===== config.mk =====
export PLATFORM = sky130hd
export DESIGN_NAME = mc_ctrl_fsm
export DESIGN_NICKNAME = d
export VERILOG_FILES = /design/src/rtl/mc_ctrl_fsm.sv
export SDC_FILE = /design/constraint.sdc
export NUM_CORES = 1
export LEC_CHECK = 0
export CAP_MARGIN = 20
export CORE_ASPECT_RATIO = 1.4
export CORE_MARGIN = 1.5
export CORE_UTILIZATION = 41
export CTS_CLUSTER_SIZE = 16
export DETAILED_ROUTE_END_ITERATION = 10
export PLACE_DENSITY_LB_ADDON = 0.2
export SETUP_SLACK_MARGIN = 0.05
export SLEW_MARGIN = 20
export SYNTH_ARGS = -nofsm -noshare
export SYNTH_HDL_FRONTEND = slang
export SYNTH_SLANG_ARGS = --single-unit

===== constraint.sdc =====
create_clock -name clk_100M -period 1.9 [get_ports clk_100M]
set_input_delay 0.475 -clock clk_100M [delete_from_list [all_inputs] [get_ports clk_100M]]
set_output_delay 0.475 -clock clk_100M [all_outputs]
set_load 0.03 [all_outputs]

===== src/rtl/mc_ctrl_fsm.sv =====
// Multicycle MIPS control FSM: sequences the datapath muxes and write strobes
// per instruction, with stretched memory states and a sticky illegal-opcode halt.
module mc_ctrl_fsm #(
  parameter int MEM_LAT = 1,
  parameter bit EN_ADDI = 1'b1,
  parameter bit EN_JUMP = 1'b1
) (
  input  logic       clk_100M,
  input  logic       rst,
  input  logic       clk_en,
  input  logic [5:0] opcode,
  output logic       IorD,
  output logic       ALUSrcA,
  output logic       MemRead,
  output logic       RegDst,
  output logic       MemtoReg,
  output logic       IRWrite,
  output logic       PCWrite,
  output logic       PCWriteCond,
  output logic       MemWrite,
  output logic       RegWrite,
  output logic [1:0] ALUSrcB,
  output logic [1:0] ALUOp,
  output logic [1:0] PCSrc,
  output logic [3:0] state_dbg,
  output logic       instr_done,
  output logic       illegal_op
);

  typedef enum logic [3:0] {
    FETCH  = 4'd0,
    DECODE = 4'd1,
    MEMADR = 4'd2,
    MEMRD  = 4'd3,
    MEMWB  = 4'd4,
    MEMWR  = 4'd5,
    EXEC   = 4'd6,
    ALUWB  = 4'd7,
    BRANCH = 4'd8,
    ADDIEX = 4'd9,
    ADDIWB = 4'd10,
    JUMP   = 4'd11,
    HALT   = 4'd12
  } state_t;

  localparam logic [5:0] OP_RTYPE = 6'b000000;
  localparam logic [5:0] OP_LW    = 6'b100011;
  localparam logic [5:0] OP_SW    = 6'b101011;
  localparam logic [5:0] OP_BEQ   = 6'b000100;
  localparam logic [5:0] OP_ADDI  = 6'b001000;
  localparam logic [5:0] OP_J     = 6'b000010;
  localparam logic [3:0] LAST_WAIT = 4'(MEM_LAT - 1);

  state_t     state_q, state_d;
  logic [3:0] wait_q, wait_d;
  logic       isSw_q, isSw_d;
  logic       illegal_q, illegal_d;

  state_t     decodeTarget;
  logic       memState;
  logic       lastWait;
  logic       fire;

  always_comb begin
    decodeTarget = HALT;
    case (opcode)
      OP_RTYPE:     decodeTarget = EXEC;
      OP_LW, OP_SW: decodeTarget = MEMADR;
      OP_BEQ:       decodeTarget = BRANCH;
      OP_ADDI:      decodeTarget = EN_ADDI ? ADDIEX : HALT;
      OP_J:         decodeTarget = EN_JUMP ? JUMP : HALT;
      default:      decodeTarget = HALT;
    endcase
  end

  // Non-memory states always sit on their last (only) wait cycle.
  assign memState = (state_q == FETCH) || (state_q == MEMRD) || (state_q == MEMWR);
  assign lastWait = !memState || (wait_q == LAST_WAIT);
  assign fire     = clk_en && lastWait && rst;

  always_comb begin
    state_d   = state_q;
    wait_d    = wait_q;
    isSw_d    = isSw_q;
    illegal_d = illegal_q;
    if (clk_en) begin
      if (!lastWait) begin
        wait_d = wait_q + 4'd1;
      end else begin
        wait_d = 4'd0;
        case (state_q)
          FETCH:  state_d = DECODE;
          DECODE: begin
            state_d = decodeTarget;
            isSw_d  = (opcode == OP_SW);
            if (decodeTarget == HALT) illegal_d = 1'b1;
          end
          MEMADR: state_d = isSw_q ? MEMWR : MEMRD;
          MEMRD:  state_d = MEMWB;
          EXEC:   state_d = ALUWB;
          ADDIEX: state_d = ADDIWB;
          MEMWB, MEMWR, ALUWB, BRANCH, ADDIWB, JUMP: state_d = FETCH;
          HALT:   state_d = HALT;
          default: state_d = HALT;
        endcase
      end
    end
  end

  always_ff @(posedge clk_100M or negedge rst) begin
    if (!rst) begin
      state_q   <= FETCH;
      wait_q    <= 4'd0;
      isSw_q    <= 1'b0;
      illegal_q <= 1'b0;
    end else begin
      state_q   <= state_d;
      wait_q    <= wait_d;
      isSw_q    <= isSw_d;
      illegal_q <= illegal_d;
    end
  end

  // Level controls follow the state; strobes and done also need an enabled last cycle.
  always_comb begin
    IorD        = 1'b0;
    ALUSrcA     = 1'b0;
    MemRead     = 1'b0;
    RegDst      = 1'b0;
    MemtoReg    = 1'b0;
    IRWrite     = 1'b0;
    PCWrite     = 1'b0;
    PCWriteCond = 1'b0;
    MemWrite    = 1'b0;
    RegWrite    = 1'b0;
    ALUSrcB     = 2'b00;
    ALUOp       = 2'b00;
    PCSrc       = 2'b00;
    instr_done  = 1'b0;
    case (state_q)
      FETCH: begin
        MemRead = 1'b1;
        ALUSrcB = 2'b01;
        IRWrite = fire;
        PCWrite = fire;
      end
      DECODE: ALUSrcB = 2'b11;
      MEMADR: begin
        ALUSrcA = 1'b1;
        ALUSrcB = 2'b10;
      end
      MEMRD: begin
        MemRead = 1'b1;
        IorD    = 1'b1;
      end
      MEMWB: begin
        MemtoReg   = 1'b1;
        RegWrite   = fire;
        instr_done = fire;
      end
      MEMWR: begin
        IorD       = 1'b1;
        MemWrite   = fire;
        instr_done = fire;
      end
      EXEC: begin
        ALUSrcA = 1'b1;
        ALUOp   = 2'b10;
      end
      ALUWB: begin
        RegDst     = 1'b1;
        RegWrite   = fire;
        instr_done = fire;
      end
      BRANCH: begin
        ALUSrcA     = 1'b1;
        ALUOp       = 2'b01;
        PCSrc       = 2'b01;
        PCWriteCond = fire;
        instr_done  = fire;
      end
      ADDIEX: begin
        ALUSrcA = 1'b1;
        ALUSrcB = 2'b10;
      end
      ADDIWB: begin
        RegWrite   = fire;
        instr_done = fire;
      end
      JUMP: begin
        PCSrc      = 2'b10;
        PCWrite    = fire;
        instr_done = fire;
      end
      default: ;
    endcase
  end

  assign state_dbg  = state_q;
  assign illegal_op = illegal_q;

endmodule


### Word-level counts from Yosys, hierarchy flattened

Index checks and enable logic that the tools add are counted.

| word-level totals | value |
|---|---|
| register bits | 10 |
| input port bits | 9 |
| output and inout port bits | 22 |
| logic and storage cells | 60 |

| cells by class | value |
|---|---|
| add/subtract/negate cells | 1 |
| equality and inequality tests | 17 |
| muxes and demuxes | 18 |
| reductions and logical operators | 20 |

Operators by type and width:

| kind | number |
|---|---|
| case mux 4 bit (7 select lines) | 1 |
| == test 4 bit (second input constant) | 5 |
| case mux 4 bit (5 select lines) | 1 |
| == test 4 x 3 -> 1 bit (second input constant) | 4 |
| == test 6 bit (second input constant) | 2 |
| two-way mux 1 bit | 11 |
| OR reduction 2 bit | 5 |
| == test 4 x 2 -> 1 bit (second input constant) | 2 |
| logical NOT 4 bit | 2 |
| case mux 2 bit (2 select lines) | 2 |
| == test 6 x 2 -> 1 bit (second input constant) | 1 |
| == test 6 x 3 -> 1 bit (second input constant) | 1 |
| == test 6 x 4 -> 1 bit (second input constant) | 1 |
| logical NOT 6 bit | 1 |
| case mux 2 bit (3 select lines) | 1 |
| OR reduction 6 bit | 1 |
| adder 4 x 1 -> 4 bit (second input constant) | 1 |
| == test 4 x 1 -> 1 bit (second input constant) | 1 |
| two-way mux 4 bit | 1 |
| AND reduction 4 bit | 1 |
| OR reduction 4 bit | 1 |
| logical OR 1 bit | 3 |
| two-way mux 3 bit | 1 |
| AND reduction 3 bit | 1 |
| 4 further kinds | 5 |

### Logic depth before layout (Yosys ltp)

| logic depth | value |
|---|---|
| word-level depth | 8 |
| gate-level depth with buffers | 6 |
| depth with buffers taken out | 6 |

### Worst setup path before layout

Ideal clock, no wire load.

| timing | value |
|---|---|
| path type | reg2out |
| start point | register state_q[0] (netlist: state_dbg[0]) |
| end point | output port PCWriteCond |
| arrival time | 2.160 ns |
| slack | -0.735 ns |
| stages on the path, launching flop included | 6 |
| path through | dfrtp_1 -> buf_4 -> xor2_1 -> mux2_4 -> o211ai_4 -> nor4_1 |

| on the way | value |
|---|---|
| longest elaborated chain between the ends | 8 |
| elaborated cells on any way between the ends | 11 |
| classes of those cells | 3 x eq/ne; 1 x mux; 7 x reduce/logical |

Ends and longest elaborated chain:

| item | line | source |
|---|---|---|
| start: declaration | 54 | `state_t state_q, state_d;` |
| start signal: assignment | 117 | `state_q <= state_d;` |
| == test 4 x 2 -> 1 bit / logical NOT 4 bit (equally long branches) | 77 | `assign memState = (state_q == FETCH) \|\| (state_q == MEMRD) \|\| (state_q == MEMWR);` |
| logical OR 1 bit (2 in series) | 77 |  |
| logical NOT 1 bit | 78 | `assign lastWait = !memState \|\| (wait_q == LAST_WAIT);` |
| logical OR 1 bit | 78 |  |
| logical AND 1 bit (2 in series) | 79 | `assign fire = clk_en && lastWait && rst;` |
| two-way mux 1 bit (*) | 140 | `case (state_q)` |
| end: declaration | 19 | `output logic PCWriteCond,` |

Mark *: on every way between the ends. The rest lies on a longest branch, timed or not.

### Worst setup path after layout

| timing | value |
|---|---|
| start point | register wait_q[0] |
| end point | output port IRWrite |

| on the way | value |
|---|---|
| longest elaborated chain between the ends | 5 |

Ends and longest elaborated chain:

| item | line | source |
|---|---|---|
| start: declaration | 55 | `logic [3:0] wait_q, wait_d;` |
| start signal: assignment | 118 | `wait_q <= wait_d;` |
| logical NOT 4 bit | 78 |  |
| logical OR 1 bit | 78 |  |
| logical AND 1 bit (2 in series) | 79 |  |
| two-way mux 1 bit | 140 |  |
| end: declaration | 17 | `output logic IRWrite,` |

No other way between the ends.

==> results by group <==
Outcome
  • Run status: finished with violations
  • Failing checks: negative setup slack

Clocking
  • Root Buffer Master: clkbuf_4
  • CTS H-Tree Depth: 1
  • Clk sink count: 10
  • Hold buffers post-CTS: 0
  • Clk_lat worst skew: about 0.26 ns
  • TritonCTS clock tree: yes
  • Cts bufs inserted: 3
  • Clock-pin slew on the worst setup and hold paths: about 0.080 ns
  • CTS Buffer Depth: 2

STA
  • Fin crit share: 1.292
  • Clock period minus worst slack: roughly 2.5 ns
  • Final setup viols: 16
  • Final slew viol count: 0
  • Final WS setup: -0.5557 ns
  • Final Hold Viols: 0
  • Rel. slew slack: 0.6907
  • Skew final: around 0.015 ns
  • Fmax: just over 400 MHz
  • Unrepaired setup endpoints after global routing: yes
  • Worst slew pin tran: ~0.46 ns

Logic synthesis
  • Ys flop type: dfrtp_1
  • Syn Nets: ~130
  • Post-Synthesis Cells: 114
  • EDFF count, synth: 0
  • Fraction of registers with async set/reset: 1.000
  • Sequential area share after synthesis: 0.2670
  • Netlist cell types: 48
  • #FFs+latches synth: 10
  • Synthesized cell area: ~940 sq um
  • Syn avg cell area: 8.221 sq um
  • Synth warn: 0

Power and ir drop
  • Peak VDD IR: approximately 1200 uV
  • Pwr/cell area: between 1500 and 2000 mW/mm^2
  • Leak pwr: a little under 0.9 nW

Critical path
  • CP Capture Type: output port
  • Worst-path fanout max: 6
  • WP data arrival: 1.98 ns
  • Critical Path Source Type: flop
  • R2R setup slack: ~0.06 ns
  • Critical path type: flop to output port
  • Critical Path RT: about 1.4 ns

Floorplan
  • Die Area: about 0.0026 sq mm
  • DIE HEIGHT: ~60 microns
  • I/O pin count: 31
  • Initial Util: 0.4305
  • Die width: 43.41 microns
  • Core Area: around 0.0022 sq mm
  • Num rows: 20

Place
  • RePlAce Congestion: 0.7885
  • Port bufs: 30
  • Placed Area: roughly 0.0015 sq mm
  • Detailed placer's ending HPWL: ~2300 microns
  • Pre-CTS WS: -0.2352 ns

Run
  • Max cap viols: 0

Layout
  • Final Core Density: 0.9121
  • Share of cells above drive strength 1: 0.6173
  • Register area: roughly 260 sq um
  • Diodes inserted: 0
  • Area Overhead vs Synth: 111.9%
  • Commonest non-fill, non-tap cell in the layout: buf_4
  • Most frequent cells in the layout: 46 x buf_4, 24 x buf_6, 9 x clkdlybuf4s50_1
  • Design Area, Final: roughly 0.0020 sq mm
  • Multi-input gate area: a little over 800 sq um
  • Nets: ~210
  • Fill cells: 85

Detailed routing
  • Final wirelength: around 4700 microns
  • DR pass1 iterations: 4
  • WL per Instance: ~21 microns
  • Via count: 1348
  • DR DRC count: 0
  • Via density: a little over 6
  • Starting DRT DRC Count: 67
  • Final ANT Viol Nets: 0

GRT
  • First-pass GRT wire length: ~5100 microns
  • Initial antenna violation count: 0
  • Total gr overflow: 0
  • GRT Total Usage: 0.2663
  • Pin count of the biggest net entering global routing: 20
  • Vias in the first global route: around 1200

Worst hold path
  • Worst Hold Class: flop to flop
registers in the layout (all words and copies together), names as in the netlist:
register,cells
state_dbg,4
wait_q,4
illegal_op,1
isSw_q,1
cells by family after synthesis:
logic type | synth area share
AOI/OAI and AO/OA | 0.2443
muxes | 0.03738
buffers and inverters | 0.07609
and+or+nand+nor | 0.3097
xor gates and xnor gates | 0.02804
adders and majority gates | 0.03738
DFF | 0.2670
metrics by stage:
stage	hold slack [ns]	instances	power (mW)	TNS, ns
global route	0.5052	218	3.193	-4.283
detailed placement	0.4681	189	2.080	-1.733
CTS	0.4825	204	2.574	-2.770
floorplan	0.1794	114	1.504	-1.073
global placement	0.4685	189	2.051	-1.460
finish	0.4819	218	3.097	-3.639
per-layer routing:
layer  global-route usage  share of wire  wire [microns]
met1               0.2732           0.36            1672
met2               0.5181           0.53            2449
met3              0.02744          0.060             281
met4               0.1299          0.056             260
met5                    0              0               0
Yosys cell counts (2+ instances only):
master | instances | area share
nand3_1 | 6 | 0.032
nand2b_1 | 5 | 0.033
o21ai_0 | 3 | 0.016
and3_1 | 2 | 0.013
xor2_1 | 2 | 0.019
or3_1 | 2 | 0.013
o22ai_1 | 2 | 0.013
and2_1 | 2 | 0.013
nor2b_1 | 3 | 0.020
ha_1 | 2 | 0.027
dfrtp_1 | 10 | 0.27
nor2_1 | 11 | 0.044
clkbuf_1 | 3 | 0.012
mux2i_1 | 2 | 0.021
a21oi_1 | 4 | 0.021
nand4_1 | 2 | 0.013
inv_1 | 5 | 0.020
a31oi_1 | 2 | 0.013
nand2_1 | 7 | 0.028
buf_4 | 2 | 0.016
o221ai_1 | 2 | 0.019
nor3_1 | 7 | 0.037
buf_2 | 3 | 0.016
worst paths after layout:
path | from | endpoint | cells past startpoint
worst max-delay path | wait_q[0] | IRWrite | 7
worst min-delay path | illegal_op | illegal_op | 1
worst max register to register | state_dbg[0] | state_dbg[0] | 8
worst min register to register | illegal_op | illegal_op | 1
max in group asynchronous | rst | state_dbg[3] | 2
min in group asynchronous | rst | wait_q[0] | 2
report_power, final:
| part | total (mW) | internal [mW] | switching [mW] |
|---|---|---|---|
| clock network | 0.193 | 0.116 | 0.0765 |
| registers | 0.345 | 0.269 | 0.0765 |
| logic | 2.56 | 1.22 | 1.34 |
| total | 3.10 | 1.61 | 1.49 |
critical path: stages (launching register included):
cell and delay [ns]:
dfrtp_1 0.40, inv_2 0.08, ha_4 0.12, or3b_4 0.39
nand2_4 0.09, o211ai_4 0.17, nor4b_4 0.28, buf_6 0.17
repair_timing:
action                     CTS  global route
cloned                       0             1
setup buffers               11            14
pin swaps                    6             7
setup endpoints to repair   18            20
gates resized for setup     34            29
final cells by class:
class                           count  area share
Tap cell                           22     0.01386
Clock buffer                        4     0.01827
Sequential cell                    10      0.1285
Timing Repair Buffer               87      0.4115
Multi-Input combinational cell     90      0.4184
Inverter                            5    0.009452
No activity file was read; power rests on OpenSTA's default activity.
==> RTL edit, RTL diff (same flow settings) <==
Put a register stage on the output `PCWriteCond`, with the module's reset. The value now appears one clock later. The other outputs are not delayed to match.
--- a/src/rtl/mc_ctrl_fsm.sv
+++ b/src/rtl/mc_ctrl_fsm.sv
@@ -52,4 +52,6 @@
   localparam logic [3:0] LAST_WAIT = 4'(MEM_LAT - 1);
 
+  logic PCWriteCond_d;
+
   state_t     state_q, state_d;
   logic [3:0] wait_q, wait_d;
@@ -131,5 +133,5 @@
     IRWrite     = 1'b0;
     PCWrite     = 1'b0;
-    PCWriteCond = 1'b0;
+    PCWriteCond_d = 1'b0;
     MemWrite    = 1'b0;
     RegWrite    = 1'b0;
@@ -177,5 +179,5 @@
         ALUOp       = 2'b01;
         PCSrc       = 2'b01;
-        PCWriteCond = fire;
+        PCWriteCond_d = fire;
         instr_done  = fire;
       end
@@ -200,4 +202,12 @@
   assign illegal_op = illegal_q;
 
+  always_ff @(posedge clk_100M or negedge rst) begin
+    if (!rst) begin
+      PCWriteCond <= '0;
+    end else begin
+      PCWriteCond <= PCWriteCond_d;
+    end
+  end
+
 endmodule
 
Behaviour: not the same (a bounded check fails within 4 cycles, from zero or initial values and one cycle with rst low).
==> RTL edit against the unedited design <==
  * Area after synthesis is 2.7% lower
  * Sequential cell count up 1
  * Hold slack got worse by 21 ps
  * Highest routed layer unchanged
  * Power down 20%
  * Clock skew grew 1.3 ps
  * Core utilization fell by 6.1 points
  * Combinational power down 25%
  * Sequential power up 9.6%
  * Die area shrank 2.5%
  * Wire length decreased by 20%
  * The run still ends with negative setup slack left
  * Worst setup slack gained 140 ps
  * Sequential share of layout area grew 2.6 points
  * Cell area down 8.8%
==> RTL edit: results (changes against the unedited design) <==
run status = complete, but fails checks (unchanged)
violations in the final reports = negative setup slack (unchanged)
first-pass GRT wire length = 5290 um (was 5150 um)
total routing usage reported by global routing = 28.6% (was 26.6%)
number of placed instances, taps included = 188 (was 189)
post-synth cell types = 45 (was 48)
CP arrival = 1840 ps (was 1980 ps)
Worst Setup Slack, final = -416 ps (was -556 ps)
mean post-synth cell area = 8.29 um^2 (was 8.22 um^2)
worst reg2reg endpoint = state_dbg[2] (was state_dbg[0])
Synth area leaders = dfrtp_1 (30%), nand2_1 (4.5%), a21oi_1 (3.8%) (was dfrtp_1 (27%), nor2_1 (4.4%), nor3_1 (3.7%))
pin count of the biggest net entering global routing = 15 (was 20)
Hold WS = 461 ps (was 482 ps)
final-report setup violation count = 13 (was 16)
commonest cells in the synthesized netlist = dfrtp_1 (11), nand2_1 (11), nor2_1 (9) (was nor2_1 (11), dfrtp_1 (10), nand2_1 (7), nor3_1 (7), nand3_1 (6))
post-place instance area = 0.00150 mm^2 (was 0.00153 mm^2)
R2R depth = 9 (was 8)
number of nets in the layout = 197 (was 208)
Vias = 1201 (was 1348)
clock latency at the later pin of the worst-skew pair = 300 ps (was 260 ps)
Max transition margin = 62.2% (was 69.1%)
final setup TNS = -2390 ps (was -3640 ps)
register area share after synthesis = 30.2% (was 26.7%)
Max IR drop VDD = 1.00 mV (was 1.19 mV)
routed wire length = 3740 um (was 4660 um)
pre-CTS worst setup slack = -227 ps (was -235 ps)
non-filler instance count after layout = 207 (was 218)
peak fanout along the critical path = 5 (was 6)
cell leakage power = 0.804 nW (was 0.889 nW)
final RePlAce weighted congestion = 0.887 (was 0.789)
worst reg2reg startpoint = wait_q[0] (was state_dbg[0])
initial detailed-routing violation count = 39 (was 67)
## RTL edit: cell count changes after synthesis, sizes merged, moves of 2 or more
cell,before,now
a21o,0,3
a21oi,4,8
and2,2,0
clkbuf,3,0
inv,5,8
nand2,7,11
nand2b,5,3
nand3,6,4
nor2,11,9
xor2,2,0
## RTL edit: worst max-delay path, cell delays in order (launching register included)
cell and delay, ps:
dfrtp_1 390, inv_2 90, ha_4 120, nor3b_4 230
a211oi_4 60, a21o_4 250, nor4b_4 240, buf_6 170
## RTL edit: cells by family after synthesis
group / after synthesis / synth area share, %
compound gates: 29 / 25.4
xor+xnor: 2 / 1.92
fa+ha+maj: 3 / 3.98
buf+inv: 13 / 6.04
flops: 11 / 30.2
mux: 3 / 3.43
simple gates: 49 / 29.1
## RTL edit: power by group
group | internal (mW) | switching [mW]
logic | 0.901 | 1.03
registers | 0.293 | 0.0842
clock network | 0.0819 | 0.102
total | 1.28 | 1.21
## RTL edit: layer usage
metal / vias to the layer above / GRT usage (%) / part of all wire, %
li1: 558 / - / -
met1: 589 / 28.8 / 35
met2: 47 / 53.2 / 58
met3: 7 / 4.60 / 4.7
met4: 0 / 17.9 / 2.3
met5: - / 0 / 0
## RTL edit: layout make-up
type | instances | area (um^2) | area share, %
Inverter | 8 | 30.0 | 1.66
Tap cell | 22 | 27.5 | 1.52
Sequential cell | 11 | 280 | 15.5
Multi-Input combinational cell | 86 | 747 | 41.3
Timing Repair Buffer | 76 | 699 | 38.6
Clock buffer | 4 | 26.3 | 1.45
## RTL edit: timing repair
action,4_1_cts,5_1_grt
hold buffers,0,0
pin swaps,8,10
gates resized for setup,33,20
endpoints found under the setup margin,18,19
hold endpoints to repair,0,0
buffers inserted,10,7
